==> src/rtl/register_scoreboard_pkg.sv <==
// Shared constants for the register scoreboard and its instruction decoders.
// Latency: n/a (declarations only).
// Backpressure: n/a.
package register_scoreboard_pkg;

  localparam int REG_IDX_W = 5;
  localparam int NUM_REGS  = 32;
  localparam int INSTR_W   = 32;

  // RV32/RV64 base opcodes the decoders care about
  localparam logic [6:0] OPC_LOAD     = 7'b0000011;
  localparam logic [6:0] OPC_OP_IMM   = 7'b0010011;
  localparam logic [6:0] OPC_AUIPC    = 7'b0010111;
  localparam logic [6:0] OPC_OP_IMM32 = 7'b0011011;
  localparam logic [6:0] OPC_STORE    = 7'b0100011;
  localparam logic [6:0] OPC_AMO      = 7'b0101111;
  localparam logic [6:0] OPC_OP       = 7'b0110011;
  localparam logic [6:0] OPC_LUI      = 7'b0110111;
  localparam logic [6:0] OPC_OP32     = 7'b0111011;
  localparam logic [6:0] OPC_BRANCH   = 7'b1100011;
  localparam logic [6:0] OPC_JALR     = 7'b1100111;
  localparam logic [6:0] OPC_JAL      = 7'b1101111;
  localparam logic [6:0] OPC_SYSTEM   = 7'b1110011;

  typedef logic [REG_IDX_W-1:0] reg_idx_t;
  typedef logic [NUM_REGS-1:0]  reg_map_t;

  // One-hot bitmap for a register index
  function automatic reg_map_t reg_onehot(input reg_idx_t idx);
    reg_map_t m;
    m = '0;
    m[idx] = 1'b1;
    return m;
  endfunction

endpackage

==> src/rtl/register_scoreboard_decode.sv <==
// Source/destination register decoders for a RISC-V instruction word.
// Latency: purely combinational.
// Backpressure: none; outputs follow the input word.
module read_detector
  import register_scoreboard_pkg::*;
(
  input  logic [INSTR_W-1:0] instr_i,
  output logic               rs1_vld_o,
  output logic               rs2_vld_o,
  output reg_idx_t           rs1_o,
  output reg_idx_t           rs2_o
);

  logic [6:0] opcode;
  logic [2:0] funct3;
  logic       unused_bits;

  assign opcode      = instr_i[6:0];
  assign funct3      = instr_i[14:12];
  assign rs1_o       = instr_i[19:15];
  assign rs2_o       = instr_i[24:20];
  assign unused_bits = ^{instr_i[31:25], instr_i[11:7]};

  // Decide which source fields the opcode actually reads
  always_comb begin
    rs1_vld_o = 1'b0;
    rs2_vld_o = 1'b0;
    unique case (opcode)
      OPC_OP, OPC_OP32, OPC_AMO, OPC_STORE, OPC_BRANCH: begin
        rs1_vld_o = 1'b1;
        rs2_vld_o = 1'b1;
      end
      OPC_OP_IMM, OPC_OP_IMM32, OPC_LOAD, OPC_JALR: begin
        rs1_vld_o = 1'b1;
      end
      // CSRRW/CSRRS/CSRRC read rs1; the immediate forms do not
      OPC_SYSTEM: begin
        rs1_vld_o = (funct3 == 3'd1) || (funct3 == 3'd2) || (funct3 == 3'd3);
      end
      default: ;
    endcase
  end

endmodule

module write_detector
  import register_scoreboard_pkg::*;
(
  input  logic [INSTR_W-1:0] instr_i,
  output logic               rd_vld_o,
  output reg_idx_t           rd_o
);

  logic [6:0] opcode;
  logic [2:0] funct3;
  logic       unused_bits;

  assign opcode      = instr_i[6:0];
  assign funct3      = instr_i[14:12];
  assign rd_o        = instr_i[11:7];
  assign unused_bits = ^instr_i[31:15];

  // Decide whether the opcode writes rd
  always_comb begin
    rd_vld_o = 1'b0;
    unique case (opcode)
      OPC_LUI, OPC_AUIPC, OPC_JAL, OPC_JALR, OPC_LOAD,
      OPC_OP_IMM, OPC_OP, OPC_OP_IMM32, OPC_OP32, OPC_AMO: begin
        rd_vld_o = 1'b1;
      end
      // ECALL/EBREAK/xRET (funct3 == 0) write nothing; CSR ops write rd
      OPC_SYSTEM: begin
        rd_vld_o = (funct3 != 3'd0);
      end
      default: ;
    endcase
  end

endmodule

==> src/rtl/register_scoreboard.sv <==
// In-order issue scoreboard: tracks in-flight register writes, blocks RAW/WAW/capacity hazards.
// Latency: issue_ready is combinational; pending/inflight update on the next rising edge.
// Backpressure: issue_ready drops on hazard; writeback is never stalled, bad writebacks set wb_err.
module register_scoreboard
  import register_scoreboard_pkg::*;
#(
  parameter int MAX_INFLIGHT = 4
) (
  input  logic                 clk,
  input  logic                 rst,
  input  logic                 issue_valid,
  input  logic [INSTR_W-1:0]   issue_instr,
  output logic                 issue_ready,
  input  logic                 wb_valid,
  input  logic [REG_IDX_W-1:0] wb_reg,
  input  logic                 flush,
  output logic [NUM_REGS-1:0]  pending,
  output logic [4:0]           inflight,
  output logic [31:0]          stall_cycles,
  output logic                 wb_err
);

  localparam logic [4:0] MAX_CNT = 5'(MAX_INFLIGHT);

  reg_map_t    pending_q,  pending_d;
  logic [4:0]  inflight_q, inflight_d;
  logic [31:0] stall_q,    stall_d;
  logic        wb_err_q,   wb_err_d;

  logic     rs1_vld, rs2_vld, rd_vld;
  reg_idx_t rs1, rs2, rd;

  read_detector u_read_detector (
    .instr_i   (issue_instr),
    .rs1_vld_o (rs1_vld),
    .rs2_vld_o (rs2_vld),
    .rs1_o     (rs1),
    .rs2_o     (rs2)
  );

  write_detector u_write_detector (
    .instr_i  (issue_instr),
    .rd_vld_o (rd_vld),
    .rd_o     (rd)
  );

  reg_map_t wb_clr;
  reg_map_t pend_eff;
  logic     writes;
  logic     raw_hzd, waw_hzd, cap_hzd;
  logic     wb_hit;
  logic     issue_set;

  // Hazard check against the pending map with this cycle's writeback already removed
  always_comb begin
    wb_clr    = wb_valid ? reg_onehot(wb_reg) : '0;
    wb_clr[0] = 1'b0;
    pend_eff  = pending_q & ~wb_clr;
    writes    = rd_vld && (rd != '0);
    raw_hzd   = (rs1_vld && (rs1 != '0) && pend_eff[rs1]) ||
                (rs2_vld && (rs2 != '0) && pend_eff[rs2]);
    waw_hzd   = writes && pend_eff[rd];
    cap_hzd   = writes && (inflight_q == MAX_CNT);
    issue_ready = !(raw_hzd || waw_hzd || cap_hzd);
  end

  // Next-state: writeback clears first, then issue sets; flush wipes both
  always_comb begin
    wb_hit    = wb_valid && (wb_reg != '0) && pending_q[wb_reg];
    issue_set = issue_valid && issue_ready && writes;

    pending_d = pending_q;
    if (wb_hit) begin
      pending_d[wb_reg] = 1'b0;
    end
    if (issue_set) begin
      pending_d[rd] = 1'b1;
    end
    inflight_d = inflight_q + {4'd0, issue_set} - {4'd0, wb_hit};

    if (flush) begin
      pending_d  = '0;
      inflight_d = '0;
    end

    wb_err_d = wb_err_q || (wb_valid && !wb_hit);

    stall_d = stall_q;
    if (issue_valid && !issue_ready && (stall_q != 32'hFFFF_FFFF)) begin
      stall_d = stall_q + 32'd1;
    end
  end

  // Scoreboard state registers
  always_ff @(posedge clk or posedge rst) begin
    if (rst) begin
      pending_q  <= '0;
      inflight_q <= '0;
      stall_q    <= '0;
      wb_err_q   <= 1'b0;
    end else begin
      pending_q  <= pending_d;
      inflight_q <= inflight_d;
      stall_q    <= stall_d;
      wb_err_q   <= wb_err_d;
    end
  end

  assign pending      = pending_q;
  assign inflight     = inflight_q;
  assign stall_cycles = stall_q;
  assign wb_err       = wb_err_q;

endmodule

==> config.mk <==
export PLATFORM = sky130hd
export DESIGN_NAME = register_scoreboard
export DESIGN_NICKNAME = d
export VERILOG_FILES = /design/src/rtl/register_scoreboard_pkg.sv /design/src/rtl/register_scoreboard_decode.sv /design/src/rtl/register_scoreboard.sv
export SDC_FILE = /design/constraint.sdc
export NUM_CORES = 1
export LEC_CHECK = 0
export BUFFER_PORTS_ARGS = -buffer_cell sky130_fd_sc_hd__buf_2
export CORE_UTILIZATION = 30
export CTS_CLUSTER_DIAMETER = 40
export DETAILED_ROUTE_END_ITERATION = 6
export PLACE_DENSITY = 0.59
export SYNTH_ARGS = -nofsm -noshare
export SYNTH_HDL_FRONTEND = slang
export SYNTH_SLANG_ARGS = --single-unit
==> constraint.sdc <==
create_clock -name clk -period 3.2 [get_ports clk]
set_input_delay 0.16 -clock clk [delete_from_list [all_inputs] [get_ports clk]]
set_output_delay 0.16 -clock clk [all_outputs]
set_load 0.02 [all_outputs]
After elaboration in Yosys (flattened, before gate mapping)

Cells that the tools add are included.

Memory bits (writable): 0
Latch bits: 0
ROM bits: 0
Memories: 0
Bits in registers: 70
Output and inout port bits: 71

Div/mod/pow operators: 0
Bitwise gates (word level): 5
Shift operators: 0
Multipliers: 0
Reductions and logical operators: 32
Mux-type cells: 20
Equality and inequality tests: 18
Add/subtract/negate cells: 3
$lt $le $gt $ge: 6

Operator list:

| operator                | number |
|---|---|
| $mux W32                | 4 |
| $and A32 B32 Y32        | 2 |
| $not A32 Y32            | 2 |
| $eq A7 B6 Y1 const B    | 5 |
| $add A32 B1 Y32 const B | 1 |
| $ne A32 B32 Y1 const B  | 1 |
| $or A32 B32 Y32         | 1 |
| $eq A7 B7 Y1 const B    | 4 |
| $lt A5 B6 Y1 const B    | 4 |
| $eq A7 B5 Y1 const B    | 3 |
| $bmux W1 S5             | 4 |
| $reduce_bool A5 Y1      | 4 |
| $logic_and A1 B1 Y1     | 16 |
| $demux W1 S5            | 2 |
| $ge A5 B1 Y1 const B    | 2 |
| $reduce_or A10 Y1       | 1 |
| $reduce_or A9 Y1        | 1 |
| $eq A7 B2 Y1 const B    | 1 |
| $mux W1                 | 7 |
| $eq A3 B2 Y1 const B    | 2 |
| $logic_or A1 B1 Y1      | 6 |
| $add A5 B1 Y5           | 1 |
| $eq A5 B3 Y1 const B    | 1 |
| $mux W5                 | 1 |
| other kinds (6)         | 8 |

Logic depth before layout (Yosys ltp)

Word-level depth: 19
Gate-level depth with buffers: 20

Modules after synthesis

From an unflattened synthesis, not the netlist that was laid out.

Cell total of the unflattened synthesis: 585
Area total of the unflattened synthesis: 5,357.6 um^2

Modules (own cells, without submodules):

| module              | area an instance (um^2) | cells an instance | instances | seq. area each (um^2) |
|---|---|---|---|---|
| register_scoreboard | 5,082.4                 | 545               | 1         | 1,751.7 |
| read_detector       | 176.4                   | 25                | 1         | 0.0 |
| write_detector      | 98.8                    | 15                | 1         | 0.0 |

Least setup slack after synthesis

Ideal clock, no wire load.

Path type: input-to-reg
From: input wb_reg[1]
To: register inflight_q[4] (netlist: inflight[4])
Data arrival time: 3.429 ns
Stages on the path: 20
Library setup time: 0.132 ns
Data required time: 3.068 ns
Setup slack: -0.361 ns
Path buffers: 2
Cells stage by stage: buf_4 > nand2b_1 > buf_2 > o21ai_1 > mux2_2 > nor3_1 > or3_1 > o311a_1 > nor4_4 > inv_1 > ha_1 > inv_1 > ha_1 > inv_1 > fa_1 > inv_1 > a21o_1 > a21oi_1 > xnor2_1 > nor2_1

Cells in the longest elaborated chain, start to end: 19
Elaborated cells between the ends (all ways): 31
Classes of those cells: add/sub: 2; order compare: 2; mux: 12; bitwise: 2; reduce/logical: 13

RTL lines:

| element                                                                   | line                                                 | text |
|---|---|---|
| start: declaration                                                        | register_scoreboard.sv:15                            | `input logic [REG_IDX_W-1:0] wb_reg,` |
| $lt A5 B6 Y1 (implied by the code) / $ge A5 B1 Y1 (equally long branches) | register_scoreboard_pkg.sv:32                        | `m[idx] = 1'b1;` |
| $logic_and A1 B1 Y1 (implied by the code)                                 | register_scoreboard_pkg.sv:32                        |  |
| $mux W1 (implied by the code)                                             | register_scoreboard_pkg.sv:32                        |  |
| $demux W1 S5                                                              | register_scoreboard_pkg.sv:32                        |  |
| $mux W32                                                                  | register_scoreboard.sv:56                            | `wb_clr = wb_valid ? reg_onehot(wb_reg) : '0;` |
| $not A32 Y32                                                              | register_scoreboard.sv:58                            | `pend_eff = pending_q & ~wb_clr;` |
| $and A32 B32 Y32                                                          | register_scoreboard.sv:58                            |  |
| $bmux W1 S5, on equally long branches                                     | register_scoreboard.sv:60, register_scoreboard.sv:61 |  |
| [... 2 more ...]                                                          | -                                                    |  |
| $logic_or A1 B1 Y1                                                        | register_scoreboard.sv:60                            | `raw_hzd = (rs1_vld && (rs1 != '0) && pend_eff[rs1]) \|\|` |
| $logic_or A1 B1 Y1 (2 in a row)                                           | register_scoreboard.sv:64                            | `issue_ready = !(raw_hzd \|\| waw_hzd \|\| cap_hzd);` |
| $logic_not A1 Y1                                                          | register_scoreboard.sv:64                            |  |
| $logic_and A1 B1 Y1 (2 in a row)                                          | register_scoreboard.sv:70                            | `issue_set = issue_valid && issue_ready && writes;` |
| $add A5 B1 Y5                                                             | register_scoreboard.sv:79                            | `inflight_d = inflight_q + {4'd0, issue_set} - {4'd0, wb_hit};` |
| $sub A5 B1 Y5 *                                                           | register_scoreboard.sv:79                            |  |
| $mux W5 *                                                                 | register_scoreboard.sv:81                            | `if (flush) begin` |
| net inflight_d[4]                                                         | register_scoreboard.sv:26                            | `logic [4:0] inflight_q, inflight_d;` |
| end signal: assignment                                                    | register_scoreboard.sv:103                           | `inflight_q <= inflight_d;` |
| end: declaration                                                          | register_scoreboard.sv:26                            |  |

The timed path passes the listed nets; every way through them passes the cells marked *. The select of a mux whose other input is x is not followed.
A chain may end at the register's enable or synchronous reset.

Worst setup path after layout

From: register pending_q[13] (netlist: pending[13])
To: register inflight_q[4] (netlist: inflight[4])

Cells in the longest elaborated chain, start to end: 13
Elaborated cells between the ends (all ways): 22
Classes of those cells: add/sub: 2; mux: 9; bitwise: 1; reduce/logical: 10

RTL lines:

| element                                       | line                                                 | text |
|---|---|---|
| start: declaration                            | register_scoreboard.sv:25                            | `reg_map_t pending_q, pending_d;` |
| start signal: assignment                      | register_scoreboard.sv:102                           | `pending_q <= pending_d;` |
| $and A32 B32 Y32                              | register_scoreboard.sv:58                            |  |
| $bmux W1 S5, on equally long branches         | register_scoreboard.sv:60, register_scoreboard.sv:61 |  |
| $mux W1, on equally long branches             | register_scoreboard.sv:60, register_scoreboard.sv:61 |  |
| $logic_and A1 B1 Y1, on equally long branches | register_scoreboard.sv:60, register_scoreboard.sv:61 |  |
| $logic_or A1 B1 Y1                            | register_scoreboard.sv:60                            |  |
| $logic_or A1 B1 Y1 (2 in a row)               | register_scoreboard.sv:64                            |  |
| $logic_not A1 Y1                              | register_scoreboard.sv:64                            |  |
| $logic_and A1 B1 Y1 (2 in a row)              | register_scoreboard.sv:70                            |  |
| $add A5 B1 Y5                                 | register_scoreboard.sv:79                            |  |
| $sub A5 B1 Y5 *                               | register_scoreboard.sv:79                            |  |
| $mux W5 *                                     | register_scoreboard.sv:81                            |  |
| net inflight_d[4]                             | register_scoreboard.sv:26                            |  |

Marks and branches as above.

==> flow_metrics.env <==
export IMPL_status="complete, but fails checks"
export IMPL_violations="setup timing"
export IMPL_cts_tree="done"
export IMPL_vias=5673
export IMPL_root_buffer="clkbuf_16"
export IMPL_cpPeakStageDelay_ns=0.52
export IMPL_synth_cell_type_count=68
export IMPL_leakage_nw=3.51
export IMPL_die_height_um=133
export IMPL_dieArea_um2=17600
export IMPL_port_buffers=105
export IMPL_routabilityCongestion=0.954
export IMPL_worst_hold_slack_ns=0.205
export IMPL_wl_um=19200
export IMPL_critPathLaunch="pending[13]"
export IMPL_final_common_cell="buf_4"
export IMPL_finalHoldViolCount=0
export IMPL_grt_pass1_vias=5847
export IMPL_ioPinCount=113
export IMPL_avgSynthCellArea_um2=9.30
export IMPL_multiInputGateArea_um2=3200
export IMPL_reg2reg_to="inflight[4]"
export IMPL_core_um2=16600
export IMPL_row_count=47
export IMPL_die_w_um=133
export IMPL_antenna_found_initial=1
export IMPL_critPathKind="reg -> reg"
export IMPL_clock_fmax_ghz=0.296
export IMPL_maxCapViolCount=0
export IMPL_post_route_period_util_pct=106
export IMPL_yosys_area_top_type_share_pct=34.3
export IMPL_tns_ns=-0.240
export IMPL_reg2reg_from="pending[13]"
export IMPL_pre_cts_ws_ns=-0.682
export IMPL_fin_util_pct=44.1
export IMPL_crit_path_end_kind="flip-flop"
export IMPL_maxSlewViolCount=0
export IMPL_cp_max_fo=4
export IMPL_cts_sinks=70
export IMPL_layout_common_cells="buf_4 (154), buf_2 (101), dfrtp_1 (67), nand2_1 (41), xor2_1 (33)"
export IMPL_worstMarginPinSlew_ns=0.625
export IMPL_htree_levels=3
export IMPL_relSlewSlack_pct=58.4
export IMPL_area_growth_pct=43.7
export IMPL_drc=0
export IMPL_rsz0062_at_grt="true"
export IMPL_clkSlewWorstSetupHoldPaths_ns=0.06
export IMPL_grtUsageTotal_pct=22.3
export IMPL_vdd_drop_max_mv=0.323
export IMPL_grt_max_degree=49
export IMPL_cp_start_kind="flip-flop"
export IMPL_ys_seq_area_share_pct=34.3
export IMPL_synth_async_sr_flop_share_pct=100
export IMPL_fillers=1605
export IMPL_seq_area_um2=1760
export IMPL_drtAntennaViolNets=0
export IMPL_layout_setup_ws_ns=-0.177
export IMPL_slowest_stage="mux4_2"
export IMPL_setup_viol_count_final=3
export IMPL_dp_hpwl_um=14800
export IMPL_vias_per_cell=5.62
export IMPL_clk_insertion_delay_late_ns=0.35
export IMPL_first_iter_violations=446
export IMPL_finClkSkew_ns=0.00880
export IMPL_rr_worst_depth=15
export IMPL_synth_largest_area_cell="dfrtp_1"
export IMPL_start_util_pct=30.7
export IMPL_yosysWarningCount=0
export IMPL_r2r_setup_slack_ns=-0.18
export IMPL_clockBufferDepth=2
export IMPL_powerDensity_nw_per_um2=319
export IMPL_cts_buffers=9
export IMPL_drive_gt1_share_pct=42.0
export IMPL_crit_chain="buf_4 -> mux4_2 -> mux4_2 -> mux2i_2 -> nor2b_1 -> ha_1 -> inv_1 -> ha_2 -> inv_2 -> fa_2 -> inv_1 -> a21o_1 -> a21oi_2 -> xnor2_1 -> nor2_1"
export IMPL_synth_area_um2=5110
export IMPL_crit_end="inflight[4]"
export IMPL_crit_required_ns=3.41
export IMPL_wire_per_inst_um=19.0
export IMPL_synth_seq_cells=70
export IMPL_synth_net_count=599
export IMPL_place_inst=987
export IMPL_synth_cells=550
export IMPL_synth_edff_count=0
export IMPL_first_pass_iters=5
export IMPL_synthTopCellsByArea="dfrtp_1 (34%), mux4_2 (6.2%), xor2_1 (5.7%), mux2i_1 (4.1%), nand2_1 (3.0%)"
export IMPL_ys_dominant_reg_cell="dfrtp_1"
export IMPL_grt_overflow=0
export IMPL_nets=833
export IMPL_fin_crit_ns=3.38
export IMPL_worstPathArrival_ns=3.59
export IMPL_hp_class="in -> reg"
export IMPL_grt_first_pass_wirelength_um=30500
export IMPL_final_instance_count_excl_fill=1010
cell families after synthesis:
kind of cell | share of synthesized area (%)
AOI/OAI and AO/OA | 16.0
xor gates and xnor gates | 7.02
adders and majority gates | 1.86
buffers and inverters | 4.77
DFF | 34.3
muxes | 12.7
and+or+nand+nor | 23.4
report_power, final:
group	switching (mW)	internal (mW)	leakage, nW
registers	0.0238	0.906	0.964
logic	0.252	0.186	2.41
clock network	0.422	0.550	0.135
total	0.698	1.64	3.51
what timing repair did:
item | CTS | global route
hold buffers | 1 | 0
endpoints found under the hold margin | 22 | 0
gates resized for setup | 23 | 11
setup buffers | 5 | 0
setup endpoints to repair | 4 | 4
pin swaps | 7 | 6
how the worst min path moves through the flow:
stage                     startpoint              end  slack [ns]  cells after the start
after floorplan                flush      pending[20]        0.39                      3
after global routing        wb_valid           wb_err        0.22                      3
after CTS                   wb_valid           wb_err        0.19                      3
after detailed placement         rst  stall_cycles[4]        0.21                      2
final                       wb_valid           wb_err        0.20                      3
after global placement           rst  stall_cycles[8]        0.20                      2
worst max-delay path, delay by kind of cell, from the launching register on:
family / cells / cell delay [ns]
multiplexers: 3 / 1.24
adder cells (fa/ha/maj): 3 / 0.80
flip-flops: 1 / 0.42
buffers and inverters: 4 / 0.33
AO/OA/AOI/OAI: 2 / 0.18
AND/OR/NAND/NOR: 2 / 0.14
XOR/XNOR: 1 / 0.13
layout make-up:
cell class / count / area share [%]
antenna: 1 / 0.0341
clock buffer: 10 / 3.25
clock inverter: 6 / 0.630
inverter: 18 / 0.920
multi-input combinational: 423 / 43.6
sequential: 70 / 23.9
tap: 220 / 3.75
timing repair buffer: 262 / 24.0
metal layers:
layer	global-route usage, %	vias up	wire [um]
li1	-	2544	-
met1	27.3	2719	7690
met2	36.1	335	8740
met3	6.25	73	1940
met4	10.9	2	792
met5	0	-	10
per-stage QoR:
| stage | cell area (um^2) | power, mW |
|---|---|---|
| 3_5_place_dp | 6910 | 1.36 |
| 2_1_floorplan | 5120 | 1.16 |
| 6_report | 7350 | 2.34 |
| 3_3_place_gp | 6910 | 1.35 |
| 5_1_grt | 7340 | 2.43 |
| 4_1_cts | 7320 | 2.35 |
cells in the mapped netlist, types with 5 or more instances:
| cell type | count |
|---|---|
| mux4_2 | 14 |
| mux2_2 | 10 |
| o211ai_1 | 12 |
| nand2_1 | 41 |
| inv_1 | 17 |
| nand2b_1 | 8 |
| and4b_1 | 5 |
| nor3_1 | 24 |
| nor2_1 | 26 |
| o22ai_1 | 23 |
| nor2b_1 | 10 |
| xnor2_1 | 8 |
| a21oi_1 | 9 |
| ha_1 | 6 |
| mux2i_1 | 21 |
| or3_1 | 7 |
| o21ai_1 | 17 |
| o21ai_0 | 26 |
| nand4b_1 | 7 |
| nand3b_1 | 5 |
| clkbuf_1 | 20 |
| xor2_1 | 33 |
| buf_2 | 15 |
| nor4_1 | 11 |
| dfrtp_1 | 70 |
| nand3_1 | 12 |
| and3_1 | 5 |
| nand4_1 | 10 |
flip-flops by register name, summed over array words and instances, names as in the netlist:
register / cells
inflight: 5
stall_cycles: 32
wb_err: 1
pending: 32
Power figures use the tool's default switching activity.
